--- config.mk ---
export PLATFORM = sky130hd
export DESIGN_NAME = countdown_seg7
export DESIGN_NICKNAME = d
export VERILOG_FILES = /design/src/rtl/countdown_pkg.sv /design/src/rtl/seg7_decoder.sv /design/src/rtl/countdown_seg7.sv
export SDC_FILE = /design/constraint.sdc
export NUM_CORES = 1
export LEC_CHECK = 0
export BUFFER_PORTS_ARGS = -buffer_cell sky130_fd_sc_hd__buf_2
export CAP_MARGIN = 20
export CELL_PAD_IN_SITES_DETAIL_PLACEMENT = 0
export CELL_PAD_IN_SITES_GLOBAL_PLACEMENT = 2
export CORE_MARGIN = 3
export CORE_UTILIZATION = 31
export CTS_BUF_LIST = sky130_fd_sc_hd__clkbuf_8 sky130_fd_sc_hd__clkbuf_16
export DETAILED_ROUTE_END_ITERATION = 7
export GPL_TIMING_DRIVEN = 0
export MAX_ROUTING_LAYER = met4
export PLACE_DENSITY_LB_ADDON = 0.1
export SLEW_MARGIN = 20
export SYNTH_ARGS = -nofsm -noshare
export SYNTH_HDL_FRONTEND = slang
export SYNTH_SLANG_ARGS = --single-unit
--- constraint.sdc ---
create_clock -name clk -period 5.4 [get_ports clk]
set_clock_uncertainty 0.1 [all_clocks]
set_input_delay 1.08 -clock clk [delete_from_list [all_inputs] [get_ports clk]]
set_output_delay 1.08 -clock clk [all_outputs]
set_load 0.05 [all_outputs]
--- src/rtl/countdown_pkg.sv ---
// Shared constants and helpers for the countdown_seg7 display counter.
//   SEG_0..SEG_9 : active-low 7-segment codes, bit order {g,f,e,d,c,b,a}
//   SEG_BLANK    : all segments off, shown for any non-decimal digit
//   max_count(n) : largest value of an n-bit unsigned counter (2^n - 1)
package countdown_pkg;

  localparam logic [6:0] SEG_0     = 7'b1000000;
  localparam logic [6:0] SEG_1     = 7'b1111001;
  localparam logic [6:0] SEG_2     = 7'b0100100;
  localparam logic [6:0] SEG_3     = 7'b0110000;
  localparam logic [6:0] SEG_4     = 7'b0011001;
  localparam logic [6:0] SEG_5     = 7'b0010010;
  localparam logic [6:0] SEG_6     = 7'b0000010;
  localparam logic [6:0] SEG_7     = 7'b1111000;
  localparam logic [6:0] SEG_8     = 7'b0000000;
  localparam logic [6:0] SEG_9     = 7'b0010000;
  localparam logic [6:0] SEG_BLANK = 7'b1111111;

  function automatic int unsigned max_count(input int unsigned n);
    return (32'd1 << n) - 32'd1;
  endfunction

endpackage

--- src/rtl/seg7_decoder.sv ---
// BCD digit to active-low 7-segment decoder (purely combinational).
//   bcd : 4-bit digit; 10..15 are not decimal and blank the display
//   seg : segments {g,f,e,d,c,b,a}, 0 = segment lit
module seg7_decoder
  import countdown_pkg::*;
(
  input  logic [3:0] bcd,
  output logic [6:0] seg
);

  always_comb begin
    // NOTE: default assigned before the case so every path drives seg and no latch is inferred.
    seg = SEG_BLANK;
    case (bcd)
      4'd0:    seg = SEG_0;
      4'd1:    seg = SEG_1;
      4'd2:    seg = SEG_2;
      4'd3:    seg = SEG_3;
      4'd4:    seg = SEG_4;
      4'd5:    seg = SEG_5;
      4'd6:    seg = SEG_6;
      4'd7:    seg = SEG_7;
      4'd8:    seg = SEG_8;
      4'd9:    seg = SEG_9;
      default: seg = SEG_BLANK;
    endcase
  end

endmodule

--- src/rtl/countdown_seg7.sv ---
// N-bit wrapping down-counter shown as two decimal digits on 7-segment displays.
//   clk      : board clock, all state on the rising edge
//   reset    : push-button reset, asynchronous assert, active-low
//   count    : current counter value (reset value 2^N-1)
//   display1 : units digit, active-low {g,f,e,d,c,b,a}
//   display2 : tens digit, same encoding (a leading zero is still shown)
// Parameters: N = counter width (1..6), DIV = clocks per decrement (>= 1).
module countdown_seg7
  import countdown_pkg::*;
#(
  parameter int N   = 4,
  parameter int DIV = 1
) (
  input  logic         clk,
  input  logic         reset,
  output logic [N-1:0] count,
  output logic [6:0]   display1,
  output logic [6:0]   display2
);

  localparam logic [N-1:0] MAX_COUNT = N'(max_count(N));

  // Reset asserts asynchronously everywhere, but its release is only seen by
  // the counting logic after two flops, so a button bounce near a clock edge
  // cannot leave half the state running.
  logic [1:0] sync_q;
  logic       run;
  logic       tick;

  // NOTE: the synchronizer flops carry an async reset so that run drops the
  // instant the button is pressed; only the release is delayed.
  always_ff @(posedge clk or negedge reset) begin
    if (!reset) begin
      // NOTE: sequential state uses non-blocking assignments so every flop
      // samples pre-edge values regardless of statement order.
      sync_q <= 2'b00;
    end else begin
      sync_q <= {sync_q[0], 1'b1};
    end
  end

  assign run = sync_q[1];

  generate
    if (DIV == 1) begin : g_no_presc
      assign tick = run;
    end else begin : g_presc
      localparam int PW = $clog2(DIV);
      localparam logic [PW-1:0] PRESC_LAST = PW'(DIV - 1);
      logic [PW-1:0] presc;

      always_ff @(posedge clk or negedge reset) begin
        if (!reset) begin
          presc <= '0;
        end else if (run) begin
          presc <= (presc == PRESC_LAST) ? '0 : presc + PW'(1);
        end
      end

      assign tick = run && (presc == PRESC_LAST);
    end
  endgenerate

  always_ff @(posedge clk or negedge reset) begin
    if (!reset) begin
      count <= MAX_COUNT;
    end else if (tick) begin
      count <= (count == '0) ? MAX_COUNT : count - N'(1);
    end
  end

  // count never exceeds 63, so a constant divide on an 8-bit copy yields both
  // decimal digits in one combinational step.
  logic [7:0] count_ext;
  logic [3:0] units;
  logic [3:0] tens;

  assign count_ext = 8'(count);
  assign units     = 4'(count_ext % 8'd10);
  assign tens      = 4'(count_ext / 8'd10);

  seg7_decoder u_units (
    .bcd (units),
    .seg (display1)
  );

  seg7_decoder u_tens (
    .bcd (tens),
    .seg (display2)
  );

endmodule

# [After elaboration in Yosys (flattened, before gate mapping)]
# Memory sizes are Yosys's and may differ from the RTL's.
# Index checks and enable logic that the tools add are counted.
[op_classes] mux=1 addsub=1 div=2 reduce_logical=1
[op_table] operator="divider 4 x 4 -> 8 bit (second input constant)" count=1
[op_table] operator="remainder unit 4 x 4 -> 8 bit (second input constant)" count=1
[op_table] operator="logical NOT 4 bit" count=1
[op_table] operator="2-to-1 mux 4 bit" count=1
[op_table] operator="subtractor 4 x 1 -> 4 bit (second input constant)" count=1
[totals] in_bits=2 mem_count=2 wordCells=9 mem_bits_ro=224 ff_bits=6
[mem_list] memory="(name not given)" words=16 width=7 rd=1 rd_ports_with_merged_regs=0 wr=0 line="seg7_decoder.sv:14" text="case (bcd)"
[mem_list] memory="(name not given)" words=16 width=7 rd=1 rd_ports_with_merged_regs=0 wr=0 line="seg7_decoder.sv:14"

# [Longest topological paths before layout]
# Gate-level depths: netlist of run 1.
[depth] word_depth=2 mapped_depth=8 ltp_nobuf=7

# [Hierarchy]
# Synthesis of run 1 repeated with hierarchy kept, for this count alone.
[hier_totals] hier_cells=101 hier_area_um2=778.2
[by_module_without_submodules] module="seg7_decoder" instances=2 area_each_um2=210.2 cells_per_inst=33 seq_area_each_um2=0.0
[by_module_without_submodules] module="countdown_seg7" instances=1 area_each_um2=357.8 cells_per_inst=35 seq_area_each_um2=155.1

# [Least setup slack after synthesis of run 1]
# No wires, ideal clock.
[synth_timing] kind="register to output" start="register count[2]" end="output port display1[2]" path_slack_ns=1.543 arrival_time_ns=2.677 required_time_ns=4.220 path_buffers=1 stages_incl_launch_ff=7 cell_sequence="dfstp_2 -> clkbuf_8 -> inv_1 -> ha_1 -> nand2_1 -> a21oi_1 -> o21ai_0"
[synth_via] elab_chain_len=2
[synth_rtl] element="from (decl)" line="countdown_seg7.sv:16" text="output logic [N-1:0] count,"
[synth_rtl] element="from (signal assigned)" line="countdown_seg7.sv:68" text="count <= (count == '0) ? MAX_COUNT : count - N'(1);"
[synth_rtl] element="remainder unit 4 x 4 -> 8 bit" line="countdown_seg7.sv:79" text="assign units = 4'(count_ext % 8'd10);"
[synth_rtl] element="memory read (16 x 7 bit)"
[synth_rtl] element="to (decl)" line="countdown_seg7.sv:17" text="output logic [6:0] display1,"
# Every way passes these cells.

# [Final worst setup path of run 1]
[layout_timing] start="register count[0]" end="output port display1[3]"
# Same word-level chain as after synthesis.

==> impl_table.tex, run 1 <==
\begin{tabular}{lr}
\hline
Metric & Value \\
\hline
\multicolumn{2}{l}{\textbf{Routing}} \\
\quad Detail Route Antenna Nets & 0 \\
\quad DRT Pass-1 Iters & 4 \\
\quad Via count & approximately 600 \\
\quad Average detailed-routed wire length per instance & 12.1 um \\
\quad Final WL & 1530 um \\
\quad Drc violations & 0 \\
\quad Post-detailed-route via-to-cell ratio & roughly 4.8 \\
\quad Initial DRC count & 6 \\
\multicolumn{2}{l}{\textbf{Yosys}} \\
\quad Synthesized area divided by synthesized cell count & approximately 8.7 um2 \\
\quad Share of async-settable or async-resettable flops after synthesis & 1.00 \\
\quad Main combinational cell family by area after synthesis & compound AO/OA/AOI/OAI gates \\
\quad Basic-gate share of the synthesized area counting and, or, nand and nor cells & 0.113 \\
\quad Post-synthesis xor/xnor area fraction & 0.0255 \\
\quad Synth Area in Adders & 0.109 \\
\quad Number of distinct library cells after synthesis & 37 \\
\quad Number of synthesized register bits & 6 \\
\quad Number of standard cells after synthesis & between 70 and 80 \\
\quad Cell Area, Synth & a little under 700 um2 \\
\quad Predominant post-synthesis flop cell & sky130\_fd\_sc\_hd\_\_dfstp\_2 \\
\quad Post-synth EDFFs & 0 \\
\quad Share of the synthesized area in compound gates (AO/OA/AOI/OAI) & 0.352 \\
\quad Multiplexer share of the synthesized area & 0 \\
\quad Portion of the post-synthesis area used by sequential elements & 0.226 \\
\quad Count of yosys warnings during synthesis & 0 \\
\multicolumn{2}{l}{\textbf{Floorplan}} \\
\quad DIE HEIGHT & around 53 um \\
\quad Effective utilization at floorplan & 0.339 \\
\quad Core area & 2020 um2 \\
\quad IO Count & 20 \\
\quad Die Footprint & roughly 2800 um2 \\
\quad Width of the die & around 53 um \\
\quad Placement Rows & 16 \\
\multicolumn{2}{l}{\textbf{Global route}} \\
\quad Global-route wire length before repair & roughly 2500 um \\
\quad Initial antenna violation count & 0 \\
\quad Total routing usage reported by global routing & 0.129 \\
\quad Overflow left after global routing & 0 \\
\quad Via count of the first global-routing pass & 545 \\
\quad Largest net degree at the start of global routing & 11 \\
\multicolumn{2}{l}{\textbf{Critical path}} \\
\quad CP max FO & 10 \\
\quad Data arrival time of the worst path & 2.55 ns \\
\quad Critical Setup Path Class & flop to output port \\
\quad Category of the worst setup path capture point & output port \\
\quad Crit start category & flop \\
\quad WP data required & 4.22 ns \\
\multicolumn{2}{l}{\textbf{Timing}} \\
\quad Highest Clock Rate & around 270 MHz \\
\quad Share of the clock period used by the worst path after layout & 0.692 \\
\quad Unrepaired setup endpoints after global routing & no \\
\quad Final Hold Viols & 0 \\
\quad Count of pins over their slew limit & 0 \\
\quad Post-layout minimum cycle time & around 3.7 ns \\
\quad Sum of negative setup slack & 0 ns \\
\quad Setup violations, final & 0 \\
\multicolumn{2}{l}{\textbf{CTS}} \\
\quad TritonCTS clock tree & done \\
\quad Post-CTS Repair Setup Buffers & 0 \\
\quad Resize count post-CTS & 0 \\
\quad Root Driver & sky130\_fd\_sc\_hd\_\_clkbuf\_8 \\
\quad Latest clock arrival within the worst-skew pair & 0.22 ns \\
\quad Number of sinks driven by the clock tree & 6 \\
\quad Register clock-pin slew on the reported worst setup and hold paths & about 0.040 ns \\
\quad Max Buffers Root-to-Sink & 2 \\
\quad H-Tree Depth & 1 \\
\quad Cts-stage hold buffer count & 0 \\
\quad TritonCTS Buffers & 3 \\
\multicolumn{2}{l}{\textbf{Place}} \\
\quad Count of input and output buffers & 16 \\
\quad Placed wire-length estimate after detailed placement & 1170 um \\
\quad Final weighted congestion in routability-driven placement & between 0.7 and 0.8 \\
\multicolumn{2}{l}{\textbf{Run status}} \\
\quad Result of the run & finished, final reports clean \\
\multicolumn{2}{l}{\textbf{Cells and area}} \\
\quad Final Core Density & 0.420 \\
\quad Number of fill cells & around 230 \\
\quad Total inserted antenna cells & 0 \\
\quad Commonest cells after routing, fill and taps aside & sky130\_fd\_sc\_hd\_\_buf\_2 (16), sky130\_fd\_sc\_hd\_\_a21oi\_1 (8), sky130\_fd\_sc\_hd\_\_buf\_4 (7) \\
\quad Post-layout net count & 110 \\
\quad Sequential cell area & about 160 um2 \\
\quad Area growth from synthesis to layout & 23.7\% \\
\quad Footprint of the multi-input gates & between 400 and 500 um2 \\
\quad Leading cell type in the layout, fill and taps excluded & sky130\_fd\_sc\_hd\_\_buf\_2 \\
\quad Layout cells sized above 1 & 0.420 \\
\multicolumn{2}{l}{\textbf{Hold path}} \\
\quad Type of the tightest min-delay check & flop to flop \\
\multicolumn{2}{l}{\textbf{Job}} \\
\quad Maximum Capacitance Violations & 0 \\
\hline
\end{tabular}
[flip-flops by register name, summed over array words and instances (netlist names)]
name	count
sync_q	2
count	4
[path summary, 6_finish.rpt]
kind	startpoint	to	slack [ns]	cells past startpoint
setup / recovery	count[0]	display1[3]	1.67	9
hold / removal	sync_q[0]	sync_q[1]	0.24	0
setup reg to reg	count[1]	count[3]	3.57	7
hold reg to reg	sync_q[0]	sync_q[1]	0.24	0
max in group asynchronous	reset	count[3]	4.41	1
min in group asynchronous	reset	sync_q[1]	0.57	1
[synth_stat cells, types with 2 or more instances]
| library cell | instances | share of area |
|---|---|---|
| sky130_fd_sc_hd__a21oi_1 | 8 | 0.058 |
| sky130_fd_sc_hd__inv_1 | 6 | 0.033 |
| sky130_fd_sc_hd__o21ai_1 | 3 | 0.022 |
| sky130_fd_sc_hd__o21ai_0 | 3 | 0.022 |
| sky130_fd_sc_hd__nor2_2 | 3 | 0.027 |
| sky130_fd_sc_hd__ha_1 | 6 | 0.11 |
| sky130_fd_sc_hd__buf_6 | 2 | 0.033 |
| sky130_fd_sc_hd__conb_1 | 2 | 0.011 |
| sky130_fd_sc_hd__buf_4 | 7 | 0.077 |
| sky130_fd_sc_hd__dfrtp_1 | 2 | 0.073 |
| sky130_fd_sc_hd__dfstp_2 | 4 | 0.15 |
| sky130_fd_sc_hd__nand2_1 | 3 | 0.016 |
| sky130_fd_sc_hd__nor2_1 | 4 | 0.022 |
| sky130_fd_sc_hd__o21a_1 | 2 | 0.022 |
| sky130_fd_sc_hd__o2bb2ai_1 | 2 | 0.026 |
[critical path, stage by stage, from the launching register on]
cell and delay, ns:
sky130_fd_sc_hd__dfstp_2 0.56, sky130_fd_sc_hd__buf_6 0.16, sky130_fd_sc_hd__inv_1 0.09, sky130_fd_sc_hd__ha_1 0.27, sky130_fd_sc_hd__o211ai_1 0.25, sky130_fd_sc_hd__o21ai_0 0.18, sky130_fd_sc_hd__ha_1 0.34, sky130_fd_sc_hd__nor2_2 0.05
sky130_fd_sc_hd__o22ai_2 0.15, sky130_fd_sc_hd__buf_2 0.28
[routing by layer]
| metal | part of all wire | vias up | track usage |
|---|---|---|---|
| met2 | 0.43 | 18 | 0.165 |
| li1 | - | 308 | - |
| met4 | 0.0078 | 0 | 0.0383 |
| met1 | 0.50 | 280 | 0.194 |
| met3 | 0.060 | 2 | 0.0338 |
| met5 | 0 | - | - |
[logic make-up after synthesis]
logic type / after synthesis
flip-flops: 6
AO/OA/AOI/OAI: 32
adder cells (fa/ha/maj): 6
XOR/XNOR: 2
AND/OR/NAND/NOR: 15
buffers and inverters: 16
other: 2
[cell type report]
type                    instances  area share
plain buffers                  10       0.105
clock buffers                   3      0.0487
inverters                       6      0.0265
multi-input cells              59       0.503
flip-flops and latches          6       0.183
well taps                      27      0.0398
repair buffers                 16      0.0944
[through the flow]
step | cell area, um2 | setup WS [ns] | std cells | hold WS (ns)
after global placement | 807 | 1.85 | 124 | 0.234
after CTS | 848 | 1.64 | 127 | 0.246
after global routing | 848 | 1.46 | 127 | 0.256
final | 848 | 1.67 | 127 | 0.244
after detailed placement | 807 | 1.87 | 124 | 0.240
after floorplan | 693 | 1.54 | 81 | 0.231
Power of run 1 is left out: the tool's default activity adds up to more than one toggle a clock period on the data nets, which glitch-free logic cannot reach.
==> inputs of run 2 (changes only) <==
- CORE_UTILIZATION: 31 -> 26
- clock period: 5.4 -> 3.15 ns (I/O delays scaled with it)
==> run 2 against run 1 <==
Net effect: die area up 17%; via count up 7.4%; cell area up 6.2%; register-to-register slack worse by 2.3 ns; sequential cell count unchanged; global-route usage down 2.1 points; highest routed layer unchanged; critical path type unchanged.
==> impl_table.tex, run 2 (same netlist as run 1, synthesis figures left out) <==
\begin{tabular}{lr}
\hline
Metric & Value \\
\hline
\multicolumn{2}{l}{\textbf{Floorplan}} \\
\quad Die Footprint & 3290 um2 \\
\quad Width of the die & about 57 um \\
\quad Placement Rows & 17 \\
\quad Core area & between 2000 and 2500 um2 \\
\quad IO Count & 20 \\
\quad Effective utilization at floorplan & 0.290 \\
\quad DIE HEIGHT & 57.4 um \\
\multicolumn{2}{l}{\textbf{Cells and area}} \\
\quad Total inserted antenna cells & 0 \\
\quad Area growth from synthesis to layout & 31.4\% \\
\quad Number of non-filler instances in the completed layout & 130 \\
\quad Post-route cell area & $\sim$900 um2 \\
\quad Leading cell type in the layout, fill and taps excluded & sky130\_fd\_sc\_hd\_\_buf\_2 \\
\quad Layout cells sized above 1 & 0.471 \\
\quad Commonest cells after routing, fill and taps aside & sky130\_fd\_sc\_hd\_\_buf\_2 (14), sky130\_fd\_sc\_hd\_\_buf\_4 (10), sky130\_fd\_sc\_hd\_\_a21oi\_1 (7) \\
\quad Post-layout net count & 112 \\
\quad Largest registers ranked by flip-flop count & count (4), sync\_q (2) \\
\quad Number of flip-flops under the largest register name & 4 \\
\quad Number of fill cells & roughly 240 \\
\quad Register with the most flip-flops & count \\
\multicolumn{2}{l}{\textbf{Global route}} \\
\quad Via count of the first global-routing pass & approximately 570 \\
\quad Largest net degree at the start of global routing & 11 \\
\quad Total routing usage reported by global routing & 0.108 \\
\quad Overflow left after global routing & 0 \\
\quad Global-route wire length before repair & about 2600 um \\
\quad Initial antenna violation count & 0 \\
\multicolumn{2}{l}{\textbf{CTS}} \\
\quad Number of sinks driven by the clock tree & 6 \\
\quad H-Tree Depth & 1 \\
\quad Latest clock arrival within the worst-skew pair & roughly 0.22 ns \\
\quad TritonCTS Buffers & 3 \\
\quad Max Buffers Root-to-Sink & 2 \\
\quad TritonCTS clock tree & done \\
\quad Register clock-pin slew on the reported worst setup and hold paths & about 0.040 ns \\
\quad Root Driver & sky130\_fd\_sc\_hd\_\_clkbuf\_8 \\
\multicolumn{2}{l}{\textbf{Routing}} \\
\quad DRT Pass-1 Iters & 4 \\
\quad Initial DRC count & 15 \\
\quad Post-detailed-route via-to-cell ratio & 5.02 \\
\quad Average detailed-routed wire length per instance & between 10 and 15 um \\
\quad Drc violations & 0 \\
\quad Detail Route Antenna Nets & 0 \\
\quad Final WL & between 1500 and 2000 um \\
\quad Via count & around 650 \\
\multicolumn{2}{l}{\textbf{Timing}} \\
\quad Count of pins over their slew limit & 0 \\
\quad Highest Clock Rate & between 300 and 400 MHz \\
\quad Setup violations, final & 0 \\
\quad Post-layout minimum cycle time & 3.08 ns \\
\quad Unrepaired setup endpoints after global routing & yes \\
\quad Final Hold Viols & 0 \\
\quad Hold slack & approximately 0.12 ns \\
\quad Sum of negative setup slack & 0 ns \\
\quad Share of the clock period used by the worst path after layout & 0.978 \\
\multicolumn{2}{l}{\textbf{Critical path}} \\
\quad Data arrival time of the worst path & approximately 2.4 ns \\
\quad Slowest stage cell on the critical path & sky130\_fd\_sc\_hd\_\_dfstp\_2 \\
\quad Critical path, cell by cell & buf\_8, inv\_1, ha\_4, o211ai\_1, o21ai\_1, ha\_1, nor2\_2, o22ai\_2, buf\_6 \\
\quad Crit start category & flop \\
\quad Critical Setup Path Class & flop to output port \\
\quad WP buf/inv & 3 \\
\quad CP max FO & 10 \\
\quad Top Family by Delay on Critical Path & flip-flops \\
\quad Category of the worst setup path capture point & output port \\
\quad WP data required & approximately 2.4 ns \\
\quad Max incr delay on CP & approximately 0.57 ns \\
\multicolumn{2}{l}{\textbf{Hold path}} \\
\quad Type of the tightest min-delay check & primary input to asynchronous set/reset pin \\
\multicolumn{2}{l}{\textbf{Place}} \\
\quad Area of placed instances & around 820 um2 \\
\quad Count of input and output buffers & 16 \\
\quad Final weighted congestion in routability-driven placement & between 0.7 and 0.8 \\
\quad Placed Cells & between 100 and 150 \\
\quad Placed wire-length estimate after detailed placement & $\sim$1200 um \\
\multicolumn{2}{l}{\textbf{Run status}} \\
\quad Result of the run & finished, final reports clean \\
\multicolumn{2}{l}{\textbf{Job}} \\
\quad Maximum Capacitance Violations & 0 \\
\hline
\end{tabular}
## run 2: cell count changes in the layout (fill, tap and decap cells not counted), moves of 2 or more
cell                      change
sky130_fd_sc_hd__buf_4        +3
sky130_fd_sc_hd__o21ai_0      -3
sky130_fd_sc_hd__buf_2        -2
sky130_fd_sc_hd__o21ai_1      +2
## run 2: per-layer routing
metal,share of wire,vias up,global-route usage,wire [um]
li1,-,312,-,-
met4,0.012,0,0.0397,19
met3,0.068,2,0.0317,110
met1,0.47,312,0.141,761
met2,0.45,27,0.156,735
met5,0,-,-,0
## run 2: area by class of cell
class	instances	area (um2)	share of cell area
buffer	10	92.6	0.103
clock buffer	3	41.3	0.0458
inverter	6	22.5	0.0250
multi-input combinational	59	450	0.500
sequential	6	155	0.172
tap	28	35.0	0.0389
timing repair buffer	18	104	0.115
## run 2: metrics by stage
step,setup slack [ns],util
5_1_grt,-0.0454,0.382
3_3_place_gp,-0.0116,0.346
4_1_cts,0.0472,0.370
6_report,0.0693,0.382
3_5_place_dp,0.0329,0.346
2_1_floorplan,-0.0305,-
## run 2: worst paths after layout
path / to / from / slack, ns / depth (start not counted)
setup / recovery: display1[3] / count[0] / 0.07 / 9
hold / removal: sync_q[1] / reset / 0.12 / 1
setup reg to reg: count[3] / count[1] / 1.29 / 7
hold reg to reg: sync_q[1] / sync_q[0] / 0.25 / 0
max in group asynchronous: count[3] / reset / 2.61 / 1
min in group clk: sync_q[1] / sync_q[0] / 0.25 / 0
## run 2: what timing repair did
item / CTS / global route
setup buffers: 1 / 1
hold buffers: 0 / 0
hold endpoints to repair: 0 / 0
pin swaps: 1 / 2
setup endpoints to repair: 3 / 5
gates resized for setup: 4 / 6
Power of run 2 is left out for the same reason.
